**src/rtl/apb_master_arbiter_pkg.sv**
```systemverilog
// Shared types and constants for the round-robin APB master.
package apb_rtl_pack;

  typedef enum logic [1:0] {
    IDLE   = 2'd0,
    SETUP  = 2'd1,
    ACCESS = 2'd2
  } apb_state_e;

  localparam logic P_WRITE = 1'b1;
  localparam logic P_READ  = 1'b0;

  localparam int DEF_TIMER_OUT = 10;

endpackage

```
**src/rtl/apb_rr_arbiter.sv**
```systemverilog
// Round-robin one-hot picker: searches upward from the pointer, wraps, and
// moves the pointer past the winner whenever a grant is taken.
module apb_rr_arbiter #(
  parameter int NUM_REQ = 2,
  localparam int IDX_W  = $clog2(NUM_REQ)
) (
  input  logic               clk,
  input  logic               rst,
  input  logic [NUM_REQ-1:0] req,
  input  logic               enable,
  output logic [NUM_REQ-1:0] grant,
  output logic [IDX_W-1:0]   grant_idx
);

  logic [IDX_W-1:0] ptr;
  logic             found;
  int               idx;

  // NOTE: every variable gets a default first so no path leaves it unassigned (no latch).
  always_comb begin
    grant     = '0;
    grant_idx = '0;
    found     = 1'b0;
    idx       = 0;
    if (enable) begin
      for (int k = 0; k < NUM_REQ; k++) begin
        idx = int'(ptr) + k;
        if (idx >= NUM_REQ) idx = idx - NUM_REQ;
        if (!found && req[idx]) begin
          found      = 1'b1;
          grant[idx] = 1'b1;
          grant_idx  = IDX_W'(idx);
        end
      end
    end
  end

  // NOTE: sequential state uses non-blocking assignments only.
  always_ff @(posedge clk) begin
    if (rst) begin
      ptr <= '0;
    end else if (found) begin
      ptr <= (grant_idx == IDX_W'(NUM_REQ - 1)) ? '0 : grant_idx + 1'b1;
    end
  end

endmodule

```
**src/rtl/apb_master_arbiter.sv**
```systemverilog
// APB master shared by NUM_REQ requesters: round-robin accept, SETUP/ACCESS
// sequencing, per-requester one-cycle response pulse and wait-state timeout.
module apb_master_arbiter
  import apb_rtl_pack::*;
#(
  parameter int NUM_REQ    = 2,
  parameter int ADDR_WIDTH = 32,
  parameter int DATA_WIDTH = 32,
  parameter int TIMER_OUT  = DEF_TIMER_OUT
) (
  input  logic                          PCLK,
  input  logic                          PRESET,
  input  logic [NUM_REQ-1:0]            req_valid,
  input  logic [NUM_REQ-1:0]            req_write,
  input  logic [NUM_REQ*ADDR_WIDTH-1:0] req_addr,
  input  logic [NUM_REQ*DATA_WIDTH-1:0] req_wdata,
  output logic [NUM_REQ-1:0]            req_ready,
  output logic [NUM_REQ-1:0]            rsp_valid,
  output logic [DATA_WIDTH-1:0]         rsp_rdata,
  output logic                          rsp_err,
  output logic                          PSEL,
  output logic                          PENABLE,
  output logic                          PWRITE,
  output logic [ADDR_WIDTH-1:0]         PADDR,
  output logic [DATA_WIDTH-1:0]         PWDATA,
  input  logic [DATA_WIDTH-1:0]         PRDATA,
  input  logic                          PREADY,
  input  logic                          PSLVERR
);

  localparam int IDX_W = $clog2(NUM_REQ);
  localparam int CNT_W = $clog2(TIMER_OUT + 1);

  apb_state_e              state;
  logic [CNT_W-1:0]        wait_cnt;
  logic [IDX_W-1:0]        cur_idx;

  logic                    completion;
  logic                    timeout;
  logic                    accept_en;
  logic                    accept;
  logic [NUM_REQ-1:0]      arb_req;
  logic [NUM_REQ-1:0]      grant;
  logic [IDX_W-1:0]        grant_idx;
  logic [ADDR_WIDTH-1:0]   sel_addr;
  logic [DATA_WIDTH-1:0]   sel_wdata;
  logic                    sel_write;

  assign completion = (state == ACCESS) && PREADY;
  assign timeout    = (state == ACCESS) && !PREADY && (wait_cnt == CNT_W'(TIMER_OUT - 1));
  assign accept_en  = (state == IDLE) || completion;

  // A requester whose response is on the wire this cycle is not offered a new slot.
  assign arb_req    = req_valid & ~rsp_valid;
  assign req_ready  = grant;
  assign accept     = |grant;

  assign PSEL       = (state != IDLE);
  assign PENABLE    = (state == ACCESS);

  apb_rr_arbiter #(
    .NUM_REQ (NUM_REQ)
  ) u_arb (
    .clk       (PCLK),
    .rst       (PRESET),
    .req       (arb_req),
    .enable    (accept_en),
    .grant     (grant),
    .grant_idx (grant_idx)
  );

  always_comb begin
    sel_addr  = '0;
    sel_wdata = '0;
    sel_write = 1'b0;
    for (int i = 0; i < NUM_REQ; i++) begin
      if (grant[i]) begin
        sel_addr  = req_addr[i*ADDR_WIDTH +: ADDR_WIDTH];
        sel_wdata = req_wdata[i*DATA_WIDTH +: DATA_WIDTH];
        sel_write = req_write[i];
      end
    end
  end

  always_ff @(posedge PCLK) begin
    if (PRESET) begin
      state     <= IDLE;
      wait_cnt  <= '0;
      cur_idx   <= '0;
      PWRITE    <= 1'b0;
      PADDR     <= '0;
      PWDATA    <= '0;
      rsp_valid <= '0;
      rsp_rdata <= '0;
      rsp_err   <= 1'b0;
    end else begin
      rsp_valid <= '0;

      case (state)
        IDLE:   ;
        SETUP:  state <= ACCESS;
        ACCESS: begin
          if (PREADY || timeout) begin
            state <= IDLE;
          end else begin
            wait_cnt <= wait_cnt + 1'b1;
          end
        end
        default: state <= IDLE;
      endcase

      // An accept overrides the IDLE return above, giving back-to-back SETUP.
      if (accept) begin
        state    <= SETUP;
        wait_cnt <= '0;
        cur_idx  <= grant_idx;
        PADDR    <= sel_addr;
        PWRITE   <= sel_write;
        PWDATA   <= (sel_write == P_WRITE) ? sel_wdata : '0;
      end

      if (completion) begin
        rsp_valid[cur_idx] <= 1'b1;
        rsp_rdata          <= (PWRITE == P_READ) ? PRDATA : '0;
        rsp_err            <= PSLVERR;
      end else if (timeout) begin
        rsp_valid[cur_idx] <= 1'b1;
        rsp_rdata          <= '0;
        rsp_err            <= 1'b1;
      end
    end
  end

endmodule

```
**config.mk**
```make
export PLATFORM = sky130hd
export DESIGN_NAME = apb_master_arbiter
export DESIGN_NICKNAME = d
export VERILOG_FILES = /design/src/rtl/apb_master_arbiter_pkg.sv /design/src/rtl/apb_rr_arbiter.sv /design/src/rtl/apb_master_arbiter.sv
export SDC_FILE = /design/constraint.sdc
export NUM_CORES = 1
export LEC_CHECK = 0
export CORE_UTILIZATION = 36
export CTS_CLUSTER_DIAMETER = 200
export DETAILED_ROUTE_END_ITERATION = 8
export PLACE_DENSITY = 0.91
export SLEW_MARGIN = 10
export SYNTH_ARGS = -nofsm -noshare
export SYNTH_HDL_FRONTEND = slang
export SYNTH_SLANG_ARGS = --single-unit
```
**constraint.sdc**
```tcl
create_clock -name PCLK -period 1.8 [get_ports PCLK]
set_input_delay 0.36 -clock PCLK [delete_from_list [all_inputs] [get_ports PCLK]]
set_output_delay 0.36 -clock PCLK [all_outputs]
set_load 0.1 [all_outputs]
```
==> impl_metrics.tcl, run 1 <==
set metrics [dict create \
    worstPathMaxFanout 3 \
    rows 38 \
    rsz0062_at_grt "true" \
    cts_tree "done" \
    drt-total-wl_um 17300 \
    finalInstanceArea_um2 8560 \
    drc 0 \
    cp-startpoint "rsp_valid[1]$_SDFF_PP0_" \
    dp.cells 814 \
    seq_area_frac_synth_pct 52.0 \
    core_um2 11000 \
    port_buffers 271 \
    hold_class "input pin to flip-flop" \
    ios 272 \
    antenna_found_initial 1 \
    ys.flop_type "dfxtp_1" \
    vias 4797 \
    cts_max_level 3 \
    firstDrtPassIters 9 \
    status "complete, but fails checks" \
    synth_area_um2 4160 \
    post-route-min-period_ns 1.92 \
    yosys.area.top_type_share_pct 52.0 \
    crit_end "req_ready[0]" \
    synthTopCellsByArea "dfxtp_1, a222oi_1, a32oi_1" \
    clock-root-buffer "clkbuf_16" \
    drtIter0Drc 493 \
    synthCells 429 \
    synth_top_area_cell "dfxtp_1" \
    initial_core_util_pct 37.7 \
    failed_checks "setup timing" \
    cp-start-kind "flip-flop" \
    layout.cells.most_common_list "clkdlybuf4s50_1, buf_12, dfxtp_1" \
    avgSynthCellArea_um2 9.70 \
    syn_nets 599 \
    grt_overflow 0 \
    place_area_um2 8160 \
    grt_usage_pct 28.8 \
    max-slew-margin-rel_pct 70.1 \
    final_common_cell "clkdlybuf4s50_1" \
    finClkSkew_ns 0.0122 \
    nets 863 \
    ys_seq_elements 108 \
    drtAntennaViolNets 0 \
    setup_ws_ns -0.116 \
    dp.final_hpwl_um 12800 \
    synth_cell_type_count 33 \
    grt_pass1_wl_um 26100 \
    vias_per_cell 5.72 \
    tightest_slew_ns 0.448 \
    clk_pin_slew_ns 0.07 \
    ctsHoldBuffers 0 \
    vdd_drop_max_v 0.000571 \
    wl_per_cell_um 20.6 \
    hold_violations 0 \
    grt_max_degree 42 \
    drv_slew 0 \
    drive_above_1_share_pct 24.2 \
    grt_pass1_vias 4944 \
    rrSetupSlack_ns -0.05 \
    die-area_um2 12000 \
    rr_worst_depth 8 \
    crit_type "flip-flop to output port" \
    yosys_warnings 0 \
    finalNonFillerCells 839 \
    r2r_end "PADDR[8]$_SDFFE_PP0P_" \
    fill_cells 679 \
    fin_util_pct 77.6 \
    clockBufferDepth 2 \
    fp.dieW_um 110 \
    p_leak_nw 3.17 \
    crit_arrival_ns 1.56 \
    maxCapViolCount 0 \
    cp.required_ns 1.44 \
    worst_setup_path_end_kind "output port" \
    dp_slack_ns -0.529 \
    period_share_pct 106 \
    r2r_start "state[1]$_SDFFE_PP0P_" \
    synthArstFlopShare_pct 0 \
    setup-violations-final 3 \
    cellPowerDensity_nw_per_um2 834 \
    clock.fmax_mhz 522 \
    cts_buffers 9 \
    synth_edf_count 0 \
    syn2layout_area_growth_pct 106 \
    gp_congestion 0.790 \
    die_h_um 110 \
    insertion_delay_ns 0.34 \
    cts.sinks 108 \
]
## sequential cells by signal, summed over array words and instances, names as in the netlist
register / flops
cur_idx: 1
rsp_err: 1
PWDATA: 32
u_arb.ptr: 1
state: 2
PADDR: 32
PWRITE: 1
rsp_valid: 2
wait_cnt: 4
rsp_rdata: 32
## repair_timing
item / 4_1_cts / 5_1_grt
gates resized for setup: 9 / 4
setup buffers: 5 / 3
pin swaps: 3 / 3
setup endpoints to repair: 46 / 26
## metal layers
metal	part of all wire (%)	up-vias	global-route usage [%]
met1	34	2306	29.7
li1	-	2177	-
met3	7.0	46	5.99
met4	4.1	0	14.8
met5	0	-	0
met2	55	268	54.4
## worst min-delay path by stage
| stage | from | endpoint | cells past startpoint |
|---|---|---|---|
| after global routing | PRESET | PADDR[15]$_SDFFE_PP0P_ | 2 |
| after detailed placement | cur_idx$_SDFFE_PP0P_ | rsp_valid[0]$_SDFF_PP0_ | 1 |
| final | PRESET | PADDR[30]$_SDFFE_PP0P_ | 2 |
| after global placement | cur_idx$_SDFFE_PP0P_ | rsp_valid[0]$_SDFF_PP0_ | 1 |
| after floorplan | cur_idx$_SDFFE_PP0P_ | rsp_valid[0]$_SDFF_PP0_ | 1 |
| after CTS | PRESET | PADDR[26]$_SDFFE_PP0P_ | 2 |
## critical path, stage by stage, from the launching register on
cell,delay (ns)
dfxtp_4,0.35
and3b_2,0.22
nor4_4,0.29
buf_4,0.19
buf_12,0.17
## metrics by stage
stage	hold slack [ns]	setup TNS, ns	power (W)
2_1_floorplan	0.408	0	0.00397
3_3_place_gp	0.419	-20.07	0.00504
3_5_place_dp	0.455	-26.08	0.00512
4_1_cts	0.412	-0.259	0.00716
5_1_grt	0.426	-0.878	0.00736
6_report	0.423	-0.242	0.00714
## cells in the mapped netlist, types with 2 or more instances
| cell | number |
|---|---|
| nand2b_1 | 5 |
| buf_4 | 4 |
| a32oi_1 | 32 |
| nand3_1 | 33 |
| dfxtp_1 | 108 |
| nor3b_1 | 3 |
| nand3b_1 | 2 |
| nor4_4 | 2 |
| ha_1 | 2 |
| nand2_1 | 3 |
| a222oi_1 | 31 |
| a22oi_1 | 34 |
| buf_2 | 14 |
| nor2_1 | 69 |
| a21oi_1 | 38 |
| inv_1 | 2 |
| and3b_1 | 2 |
| buf_6 | 5 |
| clkbuf_1 | 24 |
| xor2_1 | 3 |
## where the power goes
group	switching (W)	internal [W]	total [W]	leakage [nW]
Sequential	0.000150	0.00251	0.00266	0.884
Clock	0.000946	0.00110	0.00205	0.148
Combinational	0.00140	0.00103	0.00243	2.14
## logic make-up after synthesis
group,Yosys count,synth area share (%)
AOI/OAI and AO/OA,140,25.9
buffers and inverters,51,6.28
and+or+nand+nor,125,14.6
xor gates and xnor gates,3,0.632
adders and majority gates,2,0.601
DFF,108,52.0
## final cells by class
type	count	area [um^2]	area share [%]
Timing Repair Buffer	301	4120	48.1
Sequential cell	108	2180	25.4
Multi-Input combinational cell	270	1770	20.7
Clock buffer	9	225	2.63
Tap cell	140	175	2.05
Clock inverter	7	80.1	0.936
Inverter	3	11.3	0.132
Antenna cell	1	2.50	0.0292
(Power assumes the default switching activity.)
==> run 2: changes to the inputs <==
Settings changed: CORE_MARGIN from default to 8, HOLD_SLACK_MARGIN from default to 0.02, RECOVER_POWER from default to 100.
==> run 2 against run 1 <==
Compared with the run above:
- the run still ends with setup timing left
- via count up 0.60%
- worst setup slack gained 0.050 ns
- combinational power fell by 14%
- count of clock-buffer cells in the layout up 1
- global-route usage fell by 5.0 points
- power down 9.0%
- first-iteration DRC count down 5.3%
- register-to-register slack gained 0.03 ns
- core utilization shrank 16 points
- wire length up 9.6%
- clock power shrank 12%
- clock skew fell by 0.0051 ns
- critical path type unchanged
- largest cell class unchanged
- largest power group unchanged
- highest routed layer unchanged
==> impl_metrics.tcl, run 2 (synthesis gave the netlist of run 1 again) <==
set metrics [dict create \
    status "complete, but fails checks" \
    failed_checks "setup timing" \
    antenna_found_initial 0 \
    hold_violations 0 \
    firstDrtPassIters 8 \
    worst_setup_path_end_kind "output port" \
    wl_per_cell_um 22.5 \
    die_h_um 124 \
    ctsHoldBuffers 0 \
    drt-total-wl_um 19000 \
    setup-violations-final 4 \
    cts_max_level 3 \
    crit_top_cell "buf_12" \
    rows 39 \
    drive_above_1_share_pct 23.7 \
    rsz0062_at_grt "true" \
    die-area_um2 15300 \
    insertion_delay_ns 0.33 \
    max-slew-margin-rel_pct 61.2 \
    cts_buffers 9 \
    path_delay_family "buffers and inverters" \
    vias 4826 \
    grt_pass1_vias 5033 \
    path_cells "buf_6 > nor3b_4 > nor4_4 > buf_12 > buf_12" \
    r2r_start "rsp_valid[1]$_SDFF_PP0_" \
    drtIter0Drc 467 \
    post-route-min-period_ns 1.87 \
    vias_per_cell 5.72 \
    clockBufferDepth 2 \
    fill_cells 905 \
    clk_pin_slew_ns 0.07 \
    drv_slew 0 \
    fp.dieW_um 124 \
    crit_type "flip-flop to output port" \
    crit_buf_inv 3 \
    dp.cells 815 \
    nets 866 \
    cp_slowest_cell "dfxtp_4" \
    place_area_um2 8150 \
    cp-start-kind "flip-flop" \
    dp.final_hpwl_um 13900 \
    initial_core_util_pct 36.6 \
    cts.sinks 108 \
    crit_arrival_ns 1.51 \
    worstPathMaxFanout 3 \
    clock.fmax_mhz 536 \
    worst_hold_startpoint "PRESET" \
    drtAntennaViolNets 0 \
    cellPowerDensity_nw_per_um2 923 \
    finalInstanceArea_um2 7040 \
    final_common_cell "clkdlybuf4s50_1" \
    port_buffers 271 \
    layout.cells.most_common_list "clkdlybuf4s50_1, dfxtp_1, clkbuf_2" \
    p_leak_nw 2.80 \
    dp_slack_ns -0.364 \
    cts_tree "done" \
    min_path_cells 2 \
    cp-startpoint "u_arb.ptr$_SDFFE_PP0P_" \
    cp.required_ns 1.44 \
    grt_pass1_wl_um 28000 \
    grt_max_degree 53 \
    setup_ws_ns -0.0650 \
    crit_cells 5 \
    hold_class "input pin to flip-flop" \
    finalNonFillerCells 844 \
    vdd_drop_max_v 0.000550 \
    rr_worst_depth 7 \
    clock-root-buffer "clkbuf_16" \
    core_um2 11400 \
    finClkSkew_ns 0.00714 \
    period_share_pct 104 \
    drc 0 \
    grt_usage_pct 23.8 \
    tightest_slew_ns 0.584 \
    syn2layout_area_growth_pct 69.2 \
    antenna-diode-count 0 \
    reg_top3 "PADDR (32), PWDATA (32), rsp_rdata (32)" \
    gp_congestion 0.789 \
    ios 272 \
    grt_overflow 0 \
    slowest_delay_ns 0.35 \
    maxCapViolCount 0 \
]
==> run 2: repair_timing <==
| item | 4_1_cts | 5_1_grt |
|---|---|---|
| pin swaps | 14 | 25 |
| resized for setup | 11 | 6 |
| cloned | 2 | 0 |
| setup buffers | 10 | 2 |
| setup endpoints to repair | 4 | 48 |
==> run 2: cell type report <==
cell class              count  area [um^2]  share of cell area, %
clock inverters             6         31.3                  0.444
flip-flops and latches    108         2170                   30.9
well taps                 143          179                   2.54
clock buffers              10          229                   3.25
multi-input cells         270         1770                   25.2
inverters                   3         11.3                  0.160
repair buffers            304         2640                   37.5
==> run 2: worst paths after layout <==
path	slack [ns]	to
max	-0.07	req_ready[1]
min reg2reg	0.44	rsp_valid[0]$_SDFF_PP0_
min	0.42	rsp_rdata[19]$_SDFFE_PP0P_
max reg2reg	-0.02	PADDR[24]$_SDFFE_PP0P_
==> run 2: stage by stage <==
stage	hold WS [ns]	power (W)	util (%)	TNS [ns]
after CTS	0.404	0.00697	75.4	-0.111
final	0.416	0.00650	61.9	-0.104
after global placement	0.420	0.00504	71.7	-12.91
after floorplan	0.408	0.00397	-	0
after global routing	0.418	0.00673	61.9	-2.19
after detailed placement	0.427	0.00511	71.7	-17.13
==> run 2: report_power, final <==
group	switching, W	total (W)	internal (W)	leakage (nW)
combinational	0.00141	0.00210	0.000688	1.79
clock	0.000870	0.00180	0.000927	0.131
sequential	0.0000846	0.00260	0.00251	0.883
total	0.00237	0.00650	0.00413	2.80
==> run 2: per-layer routing <==
layer  routed length, um  up-vias  GRT usage [%]
met5                   0        -              0
met4                 676        0           10.7
met3                1720       44           7.03
met2                9820      295           42.4
met1                6760     2317           25.5
li1                    -     2170              -
==> run 3: changes to the inputs <==
Settings changed: CAP_MARGIN from default to 25, CORE_ASPECT_RATIO from default to 0.6.
==> run 3 against run 2 <==
Compared with the run above:
- the run still ends with setup timing left
- first-iteration DRC count is 31% lower
- power is 3.9% higher
- critical path depth decreased by 1
- cell count increased by 1.8%
- global-route usage decreased by 0.50 points
- clock skew about the same
- clock power grew 15%
- core utilization grew 1.2 points
- worst hold slack worse by 0.060 ns
- sequential power about the same
- sequential cell count stayed put
- wire length is 2.6% lower
- critical path type unchanged
- critical endpoint is now req_ready[0]
==> impl_metrics.tcl, run 3 (synthesis gave the netlist of run 1 again) <==
set metrics [dict create \
    failed_checks "setup timing" \
    fp.dieW_um 155 \
    core_um2 11300 \
    cts_max_level 3 \
    hold_class "input pin to flip-flop" \
    swShare_pct 34.7 \
    finClkSkew_ns 0.00723 \
    ctsHoldBuffers 0 \
    drc 0 \
    p_comb_share_pct 30.7 \
    drtAntennaViolNets 0 \
    crit_buf_inv 2 \
    max-slew-margin-rel_pct 61.9 \
    seq_power_share_pct 38.6 \
    status "complete, but fails checks" \
    gp_congestion 0.789 \
    crit_cells 4 \
    vias 4763 \
    period_share_pct 103 \
    syn2layout_area_growth_pct 71.3 \
    insertion_delay_ns 0.34 \
    initial_core_util_pct 36.8 \
    switchingPower_w 0.00234 \
    crit_type "flip-flop to output port" \
    internal_power_w 0.00440 \
    place_area_um2 8150 \
    clock-root-buffer "clkbuf_16" \
    fin_total_pwr_w 0.00675 \
    slowest_delay_ns 0.35 \
    firstDrtPassIters 8 \
    grt_pass1_wl_um 28400 \
    layout.cells.most_common_list "clkdlybuf4s50_1, dfxtp_1, clkbuf_2" \
    worstPathMaxFanout 4 \
    port_buffers 271 \
    rows 30 \
    cp.required_ns 1.44 \
    min_path_cells 2 \
    clkPwrFrac_pct 30.7 \
    setup_ws_ns -0.0604 \
    clockBufferDepth 2 \
    tightest_slew_ns 0.575 \
    fin_util_pct 63.1 \
    clock.fmax_mhz 538 \
    grt_overflow 0 \
    cts_tree "done" \
    grt_usage_pct 23.3 \
    cp-start-kind "flip-flop" \
    wl_per_cell_um 21.5 \
    path_cells "nor2b_4 > nor4_4 > buf_12 > buf_16" \
    setup-violations-final 1 \
    cellPowerDensity_nw_per_um2 947 \
    die-area_um2 15400 \
    tns_ns -0.0604 \
    vias_per_cell 5.54 \
    clk_pin_slew_ns 0.07 \
    reg_top3 "PADDR (32), PWDATA (32), rsp_rdata (32)" \
    antenna_found_initial 1 \
    finalInstanceArea_um2 7130 \
    cts.sinks 108 \
    ios 272 \
    rr_worst_depth 6 \
    drive_above_1_share_pct 24.1 \
    dp.final_hpwl_um 14500 \
    post-route-min-period_ns 1.86 \
    crit_arrival_ns 1.50 \
    p_leak_nw 2.81 \
    nets 863 \
    cts_buffers 9 \
    worst_setup_path_end_kind "output port" \
    drv_slew 0 \
    grt_pass1_vias 5063 \
    drtIter0Drc 323 \
    vdd_drop_max_v 0.000514 \
    maxCapViolCount 0 \
    hold_violations 0 \
    final_common_cell "clkdlybuf4s50_1" \
    drt-total-wl_um 18500 \
    cp_slowest_cell "dfxtp_4" \
    die_h_um 99.3 \
    path_delay_family "simple AND/OR/NAND/NOR gates" \
    rsz0062_at_grt "true" \
    grt_max_degree 51 \
]
[run 3: cell count changes in the layout (fill, tap and decap cells not counted), sizes merged]
cell,before,now
bufinv,0,1
buf,36,39
inv,3,5
clkinv,6,1
clkdlybuf4s15,0,1
dlygate4sd2,3,2
diode,0,1
clkbuf,112,108
[run 3: layer usage]
metal / up-vias / wire (um) / track usage (%)
li1: 2164 / - / -
met1: 2278 / 6900 / 23.9
met2: 276 / 9430 / 43.0
met3: 45 / 1600 / 8.40
met4: 0 / 569 / 8.61
met5: - / 0 / 0
[run 3: power by group through the flow]
stage               registers, W  clock network, W  logic, W
floorplan                0.00348                 0  0.000491
global placement         0.00270                 0   0.00234
detailed placement       0.00272                 0   0.00239
CTS                      0.00266           0.00213   0.00241
global route             0.00261           0.00224   0.00215
finish                   0.00260           0.00207   0.00207
[run 3: layout make-up]
class | count | area, um^2
multi-input combinational | 270 | 1780
inverter | 3 | 11.3
clock inverter | 4 | 52.6
clock buffer | 12 | 268
fill | 841 | 4170
tap | 160 | 200
antenna | 1 | 2.50
timing repair buffer | 301 | 2640
sequential | 108 | 2180
[run 3: final timing paths]
check	from	end	slack [ns]
min	PRESET	u_arb.ptr$_SDFFE_PP0P_	0.36
min reg2reg	rsp_err$_SDFFE_PP0P_	rsp_err$_SDFFE_PP0P_	0.46
max reg2reg	state[1]$_SDFFE_PP0P_	PADDR[24]$_SDFFE_PP0P_	0.04
max	state[1]$_SDFFE_PP0P_	req_ready[0]	-0.06
[run 3: metrics by stage]
stage | hold slack, ns | cells | setup WS (ns)
2_1_floorplan | 0.408 | 429 | 0.0172
5_1_grt | 0.345 | 859 | -0.110
3_3_place_gp | 0.418 | 835 | -0.278
4_1_cts | 0.344 | 855 | -0.119
3_5_place_dp | 0.452 | 835 | -0.402
6_report | 0.356 | 859 | -0.0604
[run 3: what timing repair did]
| item | 4_1_cts | 5_1_grt |
|---|---|---|
| gates resized for setup | 12 | 3 |
| pin swaps | 2 | 4 |
| setup buffers | 4 | 4 |
| endpoints found under the setup margin | 6 | 12 |
